$ cat config.mk
export PLATFORM = sky130hd
export DESIGN_NAME = frame_min_scan_ctrl
export DESIGN_NICKNAME = d
export VERILOG_FILES = /design/src/rtl/img_pkg.sv /design/src/rtl/min_pixel_tracker.sv /design/src/rtl/frame_min_scan_ctrl.sv
export SDC_FILE = /design/constraint.sdc
export NUM_CORES = 1
export LEC_CHECK = 0
export CAP_MARGIN = 10
export CORE_AREA = 2 2 125 127
export CTS_BUF_LIST = sky130_fd_sc_hd__clkbuf_2 sky130_fd_sc_hd__clkbuf_4 sky130_fd_sc_hd__clkbuf_8
export DETAILED_ROUTE_END_ITERATION = 8
export DIE_AREA = 0 0 127 129
export PLACE_DENSITY = 0.57
export SETUP_SLACK_MARGIN = 0.15
export SLEW_MARGIN = 20
export SYNTH_ARGS = -nofsm -noshare
export SYNTH_HDL_FRONTEND = slang
export SYNTH_SLANG_ARGS = --single-unit
$ cat constraint.sdc
create_clock -name clk -period 4.2 [get_ports clk]
set_clock_uncertainty 0.05 [all_clocks]
set_input_delay 0.42 -clock clk [delete_from_list [all_inputs] [get_ports clk]]
set_output_delay 0.42 -clock clk [all_outputs]
set_load 0.1 [all_outputs]
$ cat src/rtl/img_pkg.sv
// rtl/img_pkg.sv - shared pixel widths, brightness helper and scan states
package img_pkg;

  localparam int PIXEL_W = 24;
  localparam int BRIGHT_W = 10;
  localparam logic [BRIGHT_W-1:0] BRIGHT_INIT = 10'h3FF;

  typedef enum logic [1:0] {
    IDLE     = 2'd0,
    WAIT_SOF = 2'd1,
    SCAN     = 2'd2,
    REPORT   = 2'd3
  } state_e;

  // Each channel is widened before the sum, so 765 fits without wrap.
  function automatic logic [BRIGHT_W-1:0] brightness(input logic [PIXEL_W-1:0] p);
    return BRIGHT_W'(p[23:16]) + BRIGHT_W'(p[15:8]) + BRIGHT_W'(p[7:0]);
  endfunction

endpackage

$ cat src/rtl/min_pixel_tracker.sv
// rtl/min_pixel_tracker.sv - keeps the darkest pixel seen and where it was
module min_pixel_tracker
  import img_pkg::*;
#(
  parameter int COL_W = 11,
  parameter int ROW_W = 10
) (
  input  logic                clk,
  input  logic                resetn,
  input  logic                load_i,
  input  logic                update_i,
  input  logic [PIXEL_W-1:0]  pixel_i,
  input  logic [COL_W-1:0]    x_i,
  input  logic [ROW_W-1:0]    y_i,
  output logic [PIXEL_W-1:0]  min_pixel_o,
  output logic [COL_W-1:0]    min_x_o,
  output logic [ROW_W-1:0]    min_y_o,
  output logic [BRIGHT_W-1:0] min_bright_o
);

  logic [PIXEL_W-1:0]  pixel_q;
  logic [COL_W-1:0]    x_q;
  logic [ROW_W-1:0]    y_q;
  logic [BRIGHT_W-1:0] bright_q;
  logic [BRIGHT_W-1:0] cand_bright;
  logic                take;

  assign cand_bright = brightness(pixel_i);
  // Strict compare: on a tie the earlier pixel stays.
  assign take = load_i || (update_i && (cand_bright < bright_q));

  always_ff @(posedge clk) begin
    if (!resetn) begin
      pixel_q  <= '0;
      x_q      <= '0;
      y_q      <= '0;
      bright_q <= BRIGHT_INIT;
    end else if (take) begin
      pixel_q  <= pixel_i;
      x_q      <= x_i;
      y_q      <= y_i;
      bright_q <= cand_bright;
    end
  end

  assign min_pixel_o  = pixel_q;
  assign min_x_o      = x_q;
  assign min_y_o      = y_q;
  assign min_bright_o = bright_q;

endmodule

$ cat src/rtl/frame_min_scan_ctrl.sv
// rtl/frame_min_scan_ctrl.sv - frame-locked darkest-pixel scan with valid/ready result
module frame_min_scan_ctrl
  import img_pkg::*;
#(
  parameter int WIDTH  = 640,
  parameter int HEIGHT = 480,
  parameter int COL_W  = 11,
  parameter int ROW_W  = 10
) (
  input  logic                clk,
  input  logic                resetn,
  input  logic                start,
  input  logic                continuous,
  input  logic [PIXEL_W-1:0]  s_tdata,
  input  logic                s_tvalid,
  output logic                s_tready,
  input  logic                s_tuser,
  input  logic                s_tlast,
  output logic                res_valid,
  input  logic                res_ready,
  output logic [PIXEL_W-1:0]  res_pixel,
  output logic [COL_W-1:0]    res_x,
  output logic [ROW_W-1:0]    res_y,
  output logic [BRIGHT_W-1:0] res_bright,
  output logic                frame_err,
  output logic                busy
);

  localparam logic [COL_W-1:0] X_LAST = COL_W'(WIDTH - 1);
  localparam logic [ROW_W-1:0] Y_LAST = ROW_W'(HEIGHT - 1);

  state_e             state_q;
  logic [COL_W-1:0]   x_q, x_d;
  logic [ROW_W-1:0]   y_q, y_d;
  logic               res_valid_q;
  logic               frame_err_q;

  logic               beat;
  logic               take;
  logic               trk_load;
  logic               trk_update;
  logic [COL_W-1:0]   beat_x;
  logic [ROW_W-1:0]   beat_y;
  logic               line_err;
  logic               frame_done;

  logic [PIXEL_W-1:0]  trk_pixel;
  logic [COL_W-1:0]    trk_x;
  logic [ROW_W-1:0]    trk_y;
  logic [BRIGHT_W-1:0] trk_bright;

  assign s_tready = (state_q != REPORT);
  assign beat     = s_tvalid && s_tready;

  // A start-of-frame beat always counts as (0,0), whatever the counters hold.
  always_comb begin
    take       = 1'b0;
    trk_load   = 1'b0;
    trk_update = 1'b0;
    beat_x     = x_q;
    beat_y     = y_q;
    if (beat && (state_q == WAIT_SOF || state_q == SCAN)) begin
      if (s_tuser) begin
        take     = 1'b1;
        trk_load = 1'b1;
        beat_x   = '0;
        beat_y   = '0;
      end else if (state_q == SCAN) begin
        take       = 1'b1;
        trk_update = 1'b1;
      end
    end
  end

  always_comb begin
    line_err   = 1'b0;
    frame_done = 1'b0;
    x_d        = (beat_x == X_LAST) ? beat_x : beat_x + COL_W'(1);
    y_d        = beat_y;
    if (s_tlast) begin
      line_err   = (beat_x != X_LAST);
      frame_done = (beat_y == Y_LAST);
      x_d        = '0;
      y_d        = frame_done ? '0 : beat_y + ROW_W'(1);
    end
  end

  always_ff @(posedge clk) begin
    if (!resetn) begin
      state_q     <= IDLE;
      x_q         <= '0;
      y_q         <= '0;
      res_valid_q <= 1'b0;
      frame_err_q <= 1'b0;
    end else begin
      frame_err_q <= 1'b0;
      case (state_q)
        IDLE: begin
          if (start) state_q <= WAIT_SOF;
        end
        WAIT_SOF, SCAN: begin
          if (take) begin
            x_q         <= x_d;
            y_q         <= y_d;
            frame_err_q <= line_err || (state_q == SCAN && s_tuser);
            if (frame_done) begin
              state_q     <= REPORT;
              res_valid_q <= 1'b1;
            end else begin
              state_q <= SCAN;
            end
          end
        end
        REPORT: begin
          if (res_ready) begin
            res_valid_q <= 1'b0;
            state_q     <= continuous ? WAIT_SOF : IDLE;
          end
        end
        default: state_q <= IDLE;
      endcase
    end
  end

  min_pixel_tracker #(
    .COL_W (COL_W),
    .ROW_W (ROW_W)
  ) u_tracker (
    .clk          (clk),
    .resetn       (resetn),
    .load_i       (trk_load),
    .update_i     (trk_update),
    .pixel_i      (s_tdata),
    .x_i          (beat_x),
    .y_i          (beat_y),
    .min_pixel_o  (trk_pixel),
    .min_x_o      (trk_x),
    .min_y_o      (trk_y),
    .min_bright_o (trk_bright)
  );

  // The tracker idles at the all-ones sentinel; the port shows zero until a result exists.
  assign res_valid  = res_valid_q;
  assign res_pixel  = res_valid_q ? trk_pixel  : '0;
  assign res_x      = res_valid_q ? trk_x      : '0;
  assign res_y      = res_valid_q ? trk_y      : '0;
  assign res_bright = res_valid_q ? trk_bright : '0;
  assign frame_err  = frame_err_q;
  assign busy       = (state_q != IDLE);

endmodule

==> results.yml <==
outcome:
  status: "finished, final reports clean"
hold_path:
  hold_end: "u_tracker.min_pixel_o[8]$_SDFFE_PN0P_"
  holdPathStages: 3
  min_from: "s_tdata[8]"
  hp-class: "input port to flop"
die:
  core_area_um2: 14980
  die-area_um2: 16380
  die_x_um: 127
  ios: 91
  start_util: 0.3178
  die_h_um: 129
  num_rows: 45
pwr:
  p_leak_uw: 0.003174
  p_per_area_nw_per_um2: 409.6
  power_uw: 2660
  ir_worst_vdd_mv: 0.2173
worst_setup_path:
  startpoint_type: "input port"
  worstSetupEndpointType: "flop"
  cp_data_arrival_time_ns: 4.07
  reg2reg_to: "x_q[10]$_SDFFE_PN0P_"
  cp_data_required_time_ns: 4.38
  path_class: "input port to flop"
  reg2reg_depth: 12
  reg2reg_slack_ns: 1.14
  r2r_start: "state_q[0]$_SDFFE_PN0P_"
  worst-path-max-fanout: 7
final_layout:
  antenna_cells: 0
  layout.nets: 743
  postLayoutCellArea_um2: 6495
  stdcell_count: 869
  syn_to_final_growth_pct: 36.46
  drive_gt1_frac: 0.2467
global_routing:
  antenna_found_initial: 0
  grt_use_total: 0.1636
  grt_max_degree: 39
  grt_remaining_overflow: 0
  grt_pass1_wl_um: 21500
  grt_pass1_vias: 4416
placement:
  gp_congestion: 0.8164
  port_buffers: 90
  placedCellCount: 844
  place_hpwl_um: 9488
  dpl_cell_area_um2: 5983
cts:
  htreeDepth: 3
  clock-sinks: 80
  clock_latency_ns: 0.37
  clockBufferDepth: 2
  cts_tree: "yes"
  ctsHoldBuffers: 0
  clk_pin_slew_ns: 0.08
  cts_root_buf: "clkbuf_8"
  cts_made_buffers: 9
timing:
  slew_violations: 0
  setup_viol: 0
  relSlewSlack: 0.3539
  hold_viol: 0
  finalCritPeriodShare: 0.9247
  max_freq_mhz: 257.5
  rsz0062_at_grt: "no"
  min_period_ns: 3.884
  setup-tns-final_ns: 0
  worst_pin_slew_ns: 0.9662
routing:
  avgViaCountPerCell: 5.013
  drc: 0
  routed_wl_um: 13200
  vias: 4356
  drt_pass1_iterations: 4
  wl_per_cell_um: 15.19
  drt-initial-drc-count: 216
  ant_nets: 0
logic_synthesis:
  synth_cell_types: 60
  ys_warn_count: 0
  syn_area_um2: 4760
  synthFlopType: "dfxtp_1"
  synth_edf_count: 0
  ys_ff_latch: 80
  synth_cells: 552
  synth_top_cell_by_area: "dfxtp_1"
  synth_fp_nets: 619
  ys_async_sr_fraction: 0
  yosysMostFrequentCell: "dfxtp_1"
  ys_top_cells_by_area: "dfxtp_1, mux2i_1, ha_1, and2_1, nor2_1"
  synth_common_cells: "dfxtp_1, nor2_1, and2_1"
  synth_area_per_cell_um2: 8.622
  ys_seq_area_frac: 0.3365
  yosysTopAreaCellShare: 0.3365
job:
  cap_viol_max_count: 0
how the worst max path moves through the flow:
stage,startpoint,to,slack [ns]
3_3_place_gp,s_tdata[8],u_tracker.min_bright_o[9]$_SDFFE_PN1P_,-0.41
4_1_cts,s_tdata[10],u_tracker.min_bright_o[0]$_SDFFE_PN1P_,0.15
3_5_place_dp,s_tdata[8],u_tracker.min_bright_o[9]$_SDFFE_PN1P_,-0.56
2_1_floorplan,s_tdata[8],u_tracker.min_bright_o[0]$_SDFFE_PN1P_,0.19
5_1_grt,s_tdata[8],u_tracker.min_bright_o[0]$_SDFFE_PN1P_,0.14
6_report,s_tdata[11],u_tracker.min_bright_o[0]$_SDFFE_PN1P_,0.32
sequential cells by signal, summed over array words and instances (netlist names):
register                cells
frame_err                   1
res_valid                   1
state_q                     2
u_tracker.min_bright_o     10
u_tracker.min_pixel_o      24
u_tracker.min_x_o          11
u_tracker.min_y_o          10
x_q                        11
y_q                        10
final cells by class:
cell class	instances	area [µm²]
Fill cell	1485	8482
Multi-Input combinational cell	420	3087
Sequential cell	80	1602
Timing Repair Buffer	141	1252
Tap cell	188	235.2
Clock buffer	12	152.6
Inverter	24	90.09
Clock inverter	4	76.32
kinds of logic (layout without fill, tap and decap cells):
logic type                 after synthesis  count (layout)  synth area share
buffers and inverters                   52             181           0.04890
xor gates and xnor gates                14              14           0.02576
adders and majority gates               35              35           0.09516
DFF                                     80              80            0.3365
muxes                                   55              55            0.1157
and+or+nand+nor                        222             222            0.2474
AOI/OAI and AO/OA                       94              94            0.1307
where the power goes:
part	leakage (µW)	internal (µW)	total (µW)	switching [µW]
Sequential	0.000647	828	873	45.2
Clock	0.000114	367	657	290
Combinational	0.00241	555	1130	576
Total	0.00317	1750	2660	912
per-layer routing:
metal	global-route usage	part of all wire
met1	0.1931	0.44
met2	0.2941	0.49
met3	0.04075	0.052
met4	0.04848	0.011
met5	0	0
critical path, cell delays in order:
cell	delay, ns
dlygate4sd2_1	0.27
ha_4	0.29
nand2_1	0.06
o21ai_2	0.19
nor4_2	0.06
nor3_1	0.21
xor2_1	0.21
ha_1	0.28
a21o_1	0.17
a31o_2	0.22
a21oi_2	0.12
xnor2_1	0.10
ha_1	0.29
and4_1	0.20
o21ai_2	0.06
nand2b_4	0.14
o22ai_4	0.15
buf_12	0.16
buf_12	0.11
buf_16	0.12
mux2i_1	0.17
nand2_1	0.06
cells in the final DEF (no fill, tap or decap), types with 22 or more instances in the layout:
cell,netlist,routed
mux2i_1,55,55
ha_1,33,26
inv_1,24,23
clkdlybuf4s50_1,0,24
and2_1,61,61
a21oi_1,25,22
dfxtp_1,80,80
nand2_1,38,38
nor2_1,66,65
buf_4,0,100
per-stage QoR:
| step | hold slack (ns) | worst slack, ns | utilization |
|---|---|---|---|
| 3_5_place_dp | 0.4278 | -0.5645 | 0.3995 |
| 6_report | 0.2795 | 0.3162 | 0.4337 |
| 5_1_grt | 0.2753 | 0.1442 | 0.4337 |
| 2_1_floorplan | 0.4010 | 0.1880 | - |
| 4_1_cts | 0.2756 | 0.1521 | 0.4302 |
| 3_3_place_gp | 0.4163 | -0.4084 | 0.3995 |
timing repair:
| action | CTS | global route |
|---|---|---|
| pin swaps | 29 | 17 |
| setup buffers | 4 | 2 |
| resized for setup | 51 | 12 |
| endpoints found under the setup margin | 55 | 53 |
| gates cloned | 3 | 0 |
No activity file was read; power rests on OpenSTA's default activity.
